**src/rtl/forwarding_scoreboard.sv**
```systemverilog
// Purpose: multi-lane operand forwarding select plus per-register busy scoreboard with stall counter.
// Latency: forward selects and src_stall are combinational; scoreboard and stall_count update on the next edge.
// Backpressure: none taken; src_stall is advisory only and never holds the scoreboard countdown.
module forwarding_scoreboard #(
    parameter int NUM_REGISTERS_LOG2 = 5,
    parameter int LANES              = 2,
    parameter int MAX_LAT            = 4,
    parameter int CW                 = $clog2(MAX_LAT + 1),
    parameter int FWD_W              = $clog2(2 * LANES + 1),
    parameter int FIRST_W            = (LANES > 1) ? $clog2(LANES) : 1
) (
    input  logic                                clk,
    input  logic                                reset,
    input  logic                                flush,
    input  logic [LANES-1:0]                    issue_valid,
    input  logic [LANES*NUM_REGISTERS_LOG2-1:0] issue_rd,
    input  logic [LANES*CW-1:0]                 issue_lat,
    input  logic [LANES*NUM_REGISTERS_LOG2-1:0] id_ex_rs,
    input  logic [LANES*NUM_REGISTERS_LOG2-1:0] id_ex_rt,
    input  logic [LANES*NUM_REGISTERS_LOG2-1:0] ex_mem_rd,
    input  logic [LANES*NUM_REGISTERS_LOG2-1:0] mem_wb_rd,
    input  logic [LANES-1:0]                    ex_mem_reg_write,
    input  logic [LANES-1:0]                    mem_wb_reg_write,
    input  logic [FIRST_W-1:0]                  ex_mem_first,
    input  logic [FIRST_W-1:0]                  mem_wb_first,
    output logic [LANES*FWD_W-1:0]              forward_a,
    output logic [LANES*FWD_W-1:0]              forward_b,
    output logic [LANES-1:0]                    src_stall,
    output logic [15:0]                         stall_count
);

    localparam int RW   = NUM_REGISTERS_LOG2;
    localparam int NREG = 1 << RW;
    localparam logic [CW-1:0] LAT_CAP = CW'(MAX_LAT);

    // Busy countdown per architectural register; entry 0 is forced to zero.
    logic [CW-1:0] busy_q [NREG];
    logic [CW-1:0] busy_d [NREG];

    // Youngest lane in one stage writing src, walking oldest->youngest from first; -1 if none.
    function automatic int youngest_match(
        input logic [RW-1:0]       src,
        input logic [LANES*RW-1:0] rd_vec,
        input logic [LANES-1:0]    we_vec,
        input logic [FIRST_W-1:0]  first
    );
        int hit;
        int lane;
        hit = -1;
        for (int j = 0; j < LANES; j++) begin
            lane = (int'(first) + j) % LANES;
            if (src != '0 && we_vec[lane] && rd_vec[lane*RW +: RW] == src) begin
                hit = lane;
            end
        end
        return hit;
    endfunction

    // The nearer stage (ex_mem) always wins over mem_wb.
    function automatic logic [FWD_W-1:0] fwd_encode(input int ex_hit, input int wb_hit);
        logic [FWD_W-1:0] sel;
        sel = '0;
        if (ex_hit >= 0) begin
            sel = FWD_W'(1 + ex_hit);
        end else if (wb_hit >= 0) begin
            sel = FWD_W'(1 + LANES + wb_hit);
        end
        return sel;
    endfunction

    function automatic logic [CW-1:0] clamp_lat(input logic [CW-1:0] lat);
        return (lat > LAT_CAP) ? LAT_CAP : lat;
    endfunction

    // Per-lane forward selects for both source operands, purely from current inputs.
    always_comb begin
        forward_a = '0;
        forward_b = '0;
        for (int k = 0; k < LANES; k++) begin
            forward_a[k*FWD_W +: FWD_W] = fwd_encode(
                youngest_match(id_ex_rs[k*RW +: RW], ex_mem_rd, ex_mem_reg_write, ex_mem_first),
                youngest_match(id_ex_rs[k*RW +: RW], mem_wb_rd, mem_wb_reg_write, mem_wb_first));
            forward_b[k*FWD_W +: FWD_W] = fwd_encode(
                youngest_match(id_ex_rt[k*RW +: RW], ex_mem_rd, ex_mem_reg_write, ex_mem_first),
                youngest_match(id_ex_rt[k*RW +: RW], mem_wb_rd, mem_wb_reg_write, mem_wb_first));
        end
    end

    // Next scoreboard state: decrement, then issue loads (higher lane last so it wins), flush overrides all.
    always_comb begin
        for (int r = 0; r < NREG; r++) begin
            busy_d[r] = (busy_q[r] != '0) ? busy_q[r] - CW'(1) : '0;
        end
        for (int k = 0; k < LANES; k++) begin
            if (issue_valid[k] && issue_rd[k*RW +: RW] != '0) begin
                busy_d[issue_rd[k*RW +: RW]] = clamp_lat(issue_lat[k*CW +: CW]);
            end
        end
        if (flush) begin
            for (int r = 0; r < NREG; r++) begin
                busy_d[r] = '0;
            end
        end
        busy_d[0] = '0;
    end

    // Scoreboard register file.
    always_ff @(posedge clk or posedge reset) begin
        if (reset) begin
            for (int r = 0; r < NREG; r++) begin
                busy_q[r] <= '0;
            end
        end else begin
            for (int r = 0; r < NREG; r++) begin
                busy_q[r] <= busy_d[r];
            end
        end
    end

    // A lane stalls when either source still has a pending producer in registered state.
    always_comb begin
        src_stall = '0;
        for (int k = 0; k < LANES; k++) begin
            src_stall[k] = (busy_q[id_ex_rs[k*RW +: RW]] != '0) ||
                           (busy_q[id_ex_rt[k*RW +: RW]] != '0);
        end
    end

    // Saturating count of cycles in which any lane is stalled outside a flush.
    always_ff @(posedge clk or posedge reset) begin
        if (reset) begin
            stall_count <= '0;
        end else if ((|src_stall) && !flush && stall_count != 16'hFFFF) begin
            stall_count <= stall_count + 16'd1;
        end
    end

endmodule

```
**config.mk**
```make
export PLATFORM = sky130hd
export DESIGN_NAME = forwarding_scoreboard
export DESIGN_NICKNAME = d
export VERILOG_FILES = /design/src/rtl/forwarding_scoreboard.sv
export SDC_FILE = /design/constraint.sdc
export NUM_CORES = 1
export LEC_CHECK = 0
export CAP_MARGIN = 0
export CORE_MARGIN = 3
export CORE_UTILIZATION = 40
export DETAILED_ROUTE_END_ITERATION = 6
export HOLD_SLACK_MARGIN = 0.03
export PLACE_DENSITY_LB_ADDON = 0.25
export SYNTH_ARGS = -nofsm -noshare
export SYNTH_HDL_FRONTEND = slang
export SYNTH_SLANG_ARGS = --single-unit
```
**constraint.sdc**
```tcl
create_clock -name clk -period 8.9 [get_ports clk]
set_clock_uncertainty 0.05 [all_clocks]
set_input_delay 2.225 -clock clk [delete_from_list [all_inputs] [get_ports clk]]
set_output_delay 2.225 -clock clk [all_outputs]
set_load 0.02 [all_outputs]
```
==> out/qor.yml <==
final-setup-viol-count: 0
cts_setup_buffers: 0
crit_top_cell: "clkdlybuf4s50_1"
yosys_warnings: 0
synth-seq-cells: 109
via_count: 10500
grt_pass1_wl_mm: 57.7
fp.dieW_um: 169
synth_edf_count: 0
synth_area_um2: 10700
clkPwrFrac_pct: 31.2
crit_cells: 11
cp_top_family: "buffers and inverters"
fin_setup_tns_ns: 0
fin_nets: 1533
reg2reg_to: "stall_count[1]"
max_clock_freq_mhz: 122
rsz0062_at_grt: "no"
reg2reg_depth: 7
power-per-cell-area_nw_per_um2: 115
leakagePower_uw: 0.00493
drc: 0
path_buf_inv: 3
synth_ff_type: "dfrtp_1"
cp-start-kind: "primary input"
start_util_pct: 40.8
pwr-share-comb_pct: 30.2
cts_buffers: 9
hpwl_mm: 24.9
ff2ff_setup_slack_ns: 5.53
antenna_cells: 0
synthArstFlopShare_pct: 100
cpMaxStageDelayCell: "clkdlybuf4s50_1"
wirelength_mm: 36.2
drive_gt1_share_pct: 7.97
grt_pass1_vias: 10200
startpoint: "ex_mem_first"
gr-usage-all-layers_pct: 25.2
use_met2_pct: 39.3
end_kind: "output pin"
timing.final.ws_setup_ns: 0.712
ant_nets: 0
yosysSeqAreaShare_pct: 25.6
core-area_um2: 26100
final_hold_viol_count: 0
antenna_found_initial: 0
min_path_type: "reg -> reg"
worst-endpoint-required_ns: 6.63
cts_tree: "yes"
fillCellCount: 2576
clkSinkCount: 109
arrival_ns: 5.91
crit_end: "forward_a[4]"
clock_tree.root_cell: "clkbuf_16"
synth_cell_types: 62
wl_per_cell_um: 20.8
max_stage_delay_ns: 0.78
yosysTopAreaCellShare_pct: 25.6
timing.rr.start: "busy_q[56]"
final_max_slew_viol_count: 0
synth_area_leaders: "dfrtp_1, ha_1, xnor2_1"
relSlewSlack_pct: 25.2
avgSynthCellArea_um2: 7.90
tightest_slew_ns: 1.12
drt_pass1_iterations: 5
post-route-period-util_pct: 92.0
power_frac_seq_pct: 38.6
critPathKind: "in -> out"
p_sw_uw: 485
grt_use_met3_pct: 3.70
row_count: 59
clk_pin_slew_ns: 0.07
die_h_um: 169
grt_overflow: 0
max-cap-violations: 0
cts_buffer_depth: 2
min_period_ns: 8.19
io_pins: 97
syn_nets: 1482
yosysTopAreaCell: "dfrtp_1"
cts_resized: 0
drtIter0Drc: 1030
port_buffers: 96
holdBufCountCts: 0
gr-usage-met1_pct: 36.4
vias_per_cell: 6.03
switching_share_pct: 34.3
grt_busiest_layer: "met2"
syn_to_final_growth_pct: 14.8
netlist_instances: 1350
globalplace.congestion: 0.951
final_cell_mix: "nor2_1, nand2_1, nand3_1"
cts_htree_levels: 3
status: "completed"
worstPathCellList: "clkdlybuf4s50_1 -> mux2i_1 -> xnor2_1 -> nand4_1 -> or4_1 -> nand2_1 -> inv_1 -> nor2_1 -> ha_1 -> a21oi_1 -> clkdlybuf4s50_1"
p_int_uw: 928
finalPower_uw: 1410
worstPathMaxFanout: 11
dp_slack_ns: 0.720
grt_max_degree: 90
clk_latency_ns: 0.36
ir_drop_v: 0.0000798
die_area_um2: 28700
hold_depth: 1
==> cell type report <==
cell class              instances  area [um2]  share of cell area, %
clock inverters                 4        56.3                  0.459
multi-input cells            1075        7300                   59.6
clock buffers                  11         253                   2.06
inverters                      77         292                   2.38
well taps                     335         419                   3.42
repair buffers                129        1210                   9.84
flip-flops and latches        109        2730                   22.3
==> per-layer routing <==
| layer | wire length (um) | share of wire [%] |
|---|---|---|
| met5 | 0 | 0 |
| met4 | 908 | 2.5 |
| met3 | 2930 | 8.1 |
| met2 | 16000 | 44 |
| met1 | 16400 | 45 |
==> synthesized netlist by cell type, types with 6 or more instances <==
cell and n:
nor3_1 53, nor2_1 141, nor3b_1 14, or2_1 6, nand2_1 140, mux4_2 15, or3_1 9, nand4_1 14
nand4b_1 7, a21oi_1 64, dfrtp_1 109, nor2b_1 6, or2_2 24, a311oi_1 20, inv_1 69, buf_2 12
nand3b_1 6, inv_2 6, o21ai_0 19, a2111oi_0 9, o221ai_1 13, nand3_1 110, ha_1 65, o211ai_1 25
a211oi_1 62, xor2_1 17, xnor2_1 77, or4_1 10, nor4_1 26, nand2b_1 7, mux2i_1 58, clkbuf_1 68
==> stage by stage <==
step,area [um2],cells,utilization [%],hold slack [ns]
after floorplan,10700,1350,-,0.509
after global placement,11900,1725,45.7,0.439
after detailed placement,11900,1725,45.7,0.441
after CTS,12300,1740,46.9,0.454
after global routing,12300,1740,46.9,0.476
final,12300,1740,46.9,0.449
==> cells by family (layout without fill, tap and decap cells) <==
kind of cell / Yosys count / in the layout / synth area share [%]
buffers and inverters: 166 / 221 / 6.23
AO/OA/AOI/OAI: 236 / 236 / 15.4
multiplexers: 83 / 83 / 9.97
AND/OR/NAND/NOR: 597 / 597 / 27.5
flip-flops: 109 / 109 / 25.6
adder cells (fa/ha/maj): 65 / 65 / 7.62
XOR/XNOR: 94 / 94 / 7.71
==> power by group through the flow <==
stage                     clock network [uW]  logic, uW  registers (uW)
final                                    441        426             546
after global routing                     465        459             550
after CTS                                448        422             546
after detailed placement                   0        420             556
after global placement                     0        417             555
after floorplan                            0        250             566
==> registers in the layout, summed over array words and instances (netlist names) <==
name,cells
busy_q,93
stall_count,16
==> worst min-delay path by stage <==
stage | startpoint | end | slack [ns]
floorplan | busy_q[63] | busy_q[63] | 0.51
global placement | stall_count[14] | stall_count[14] | 0.44
detailed placement | stall_count[4] | stall_count[4] | 0.44
CTS | stall_count[4] | stall_count[4] | 0.45
global route | stall_count[4] | stall_count[4] | 0.48
finish | stall_count[4] | stall_count[4] | 0.45
==> worst reg2reg max path, delay by kind of cell (launching register included) <==
family	cells	cell delay, ns
AOI/OAI and AO/OA	3	1.45
muxes	2	0.80
and+or+nand+nor	2	0.54
DFF	1	0.42
Power figures use the tool's default switching activity.
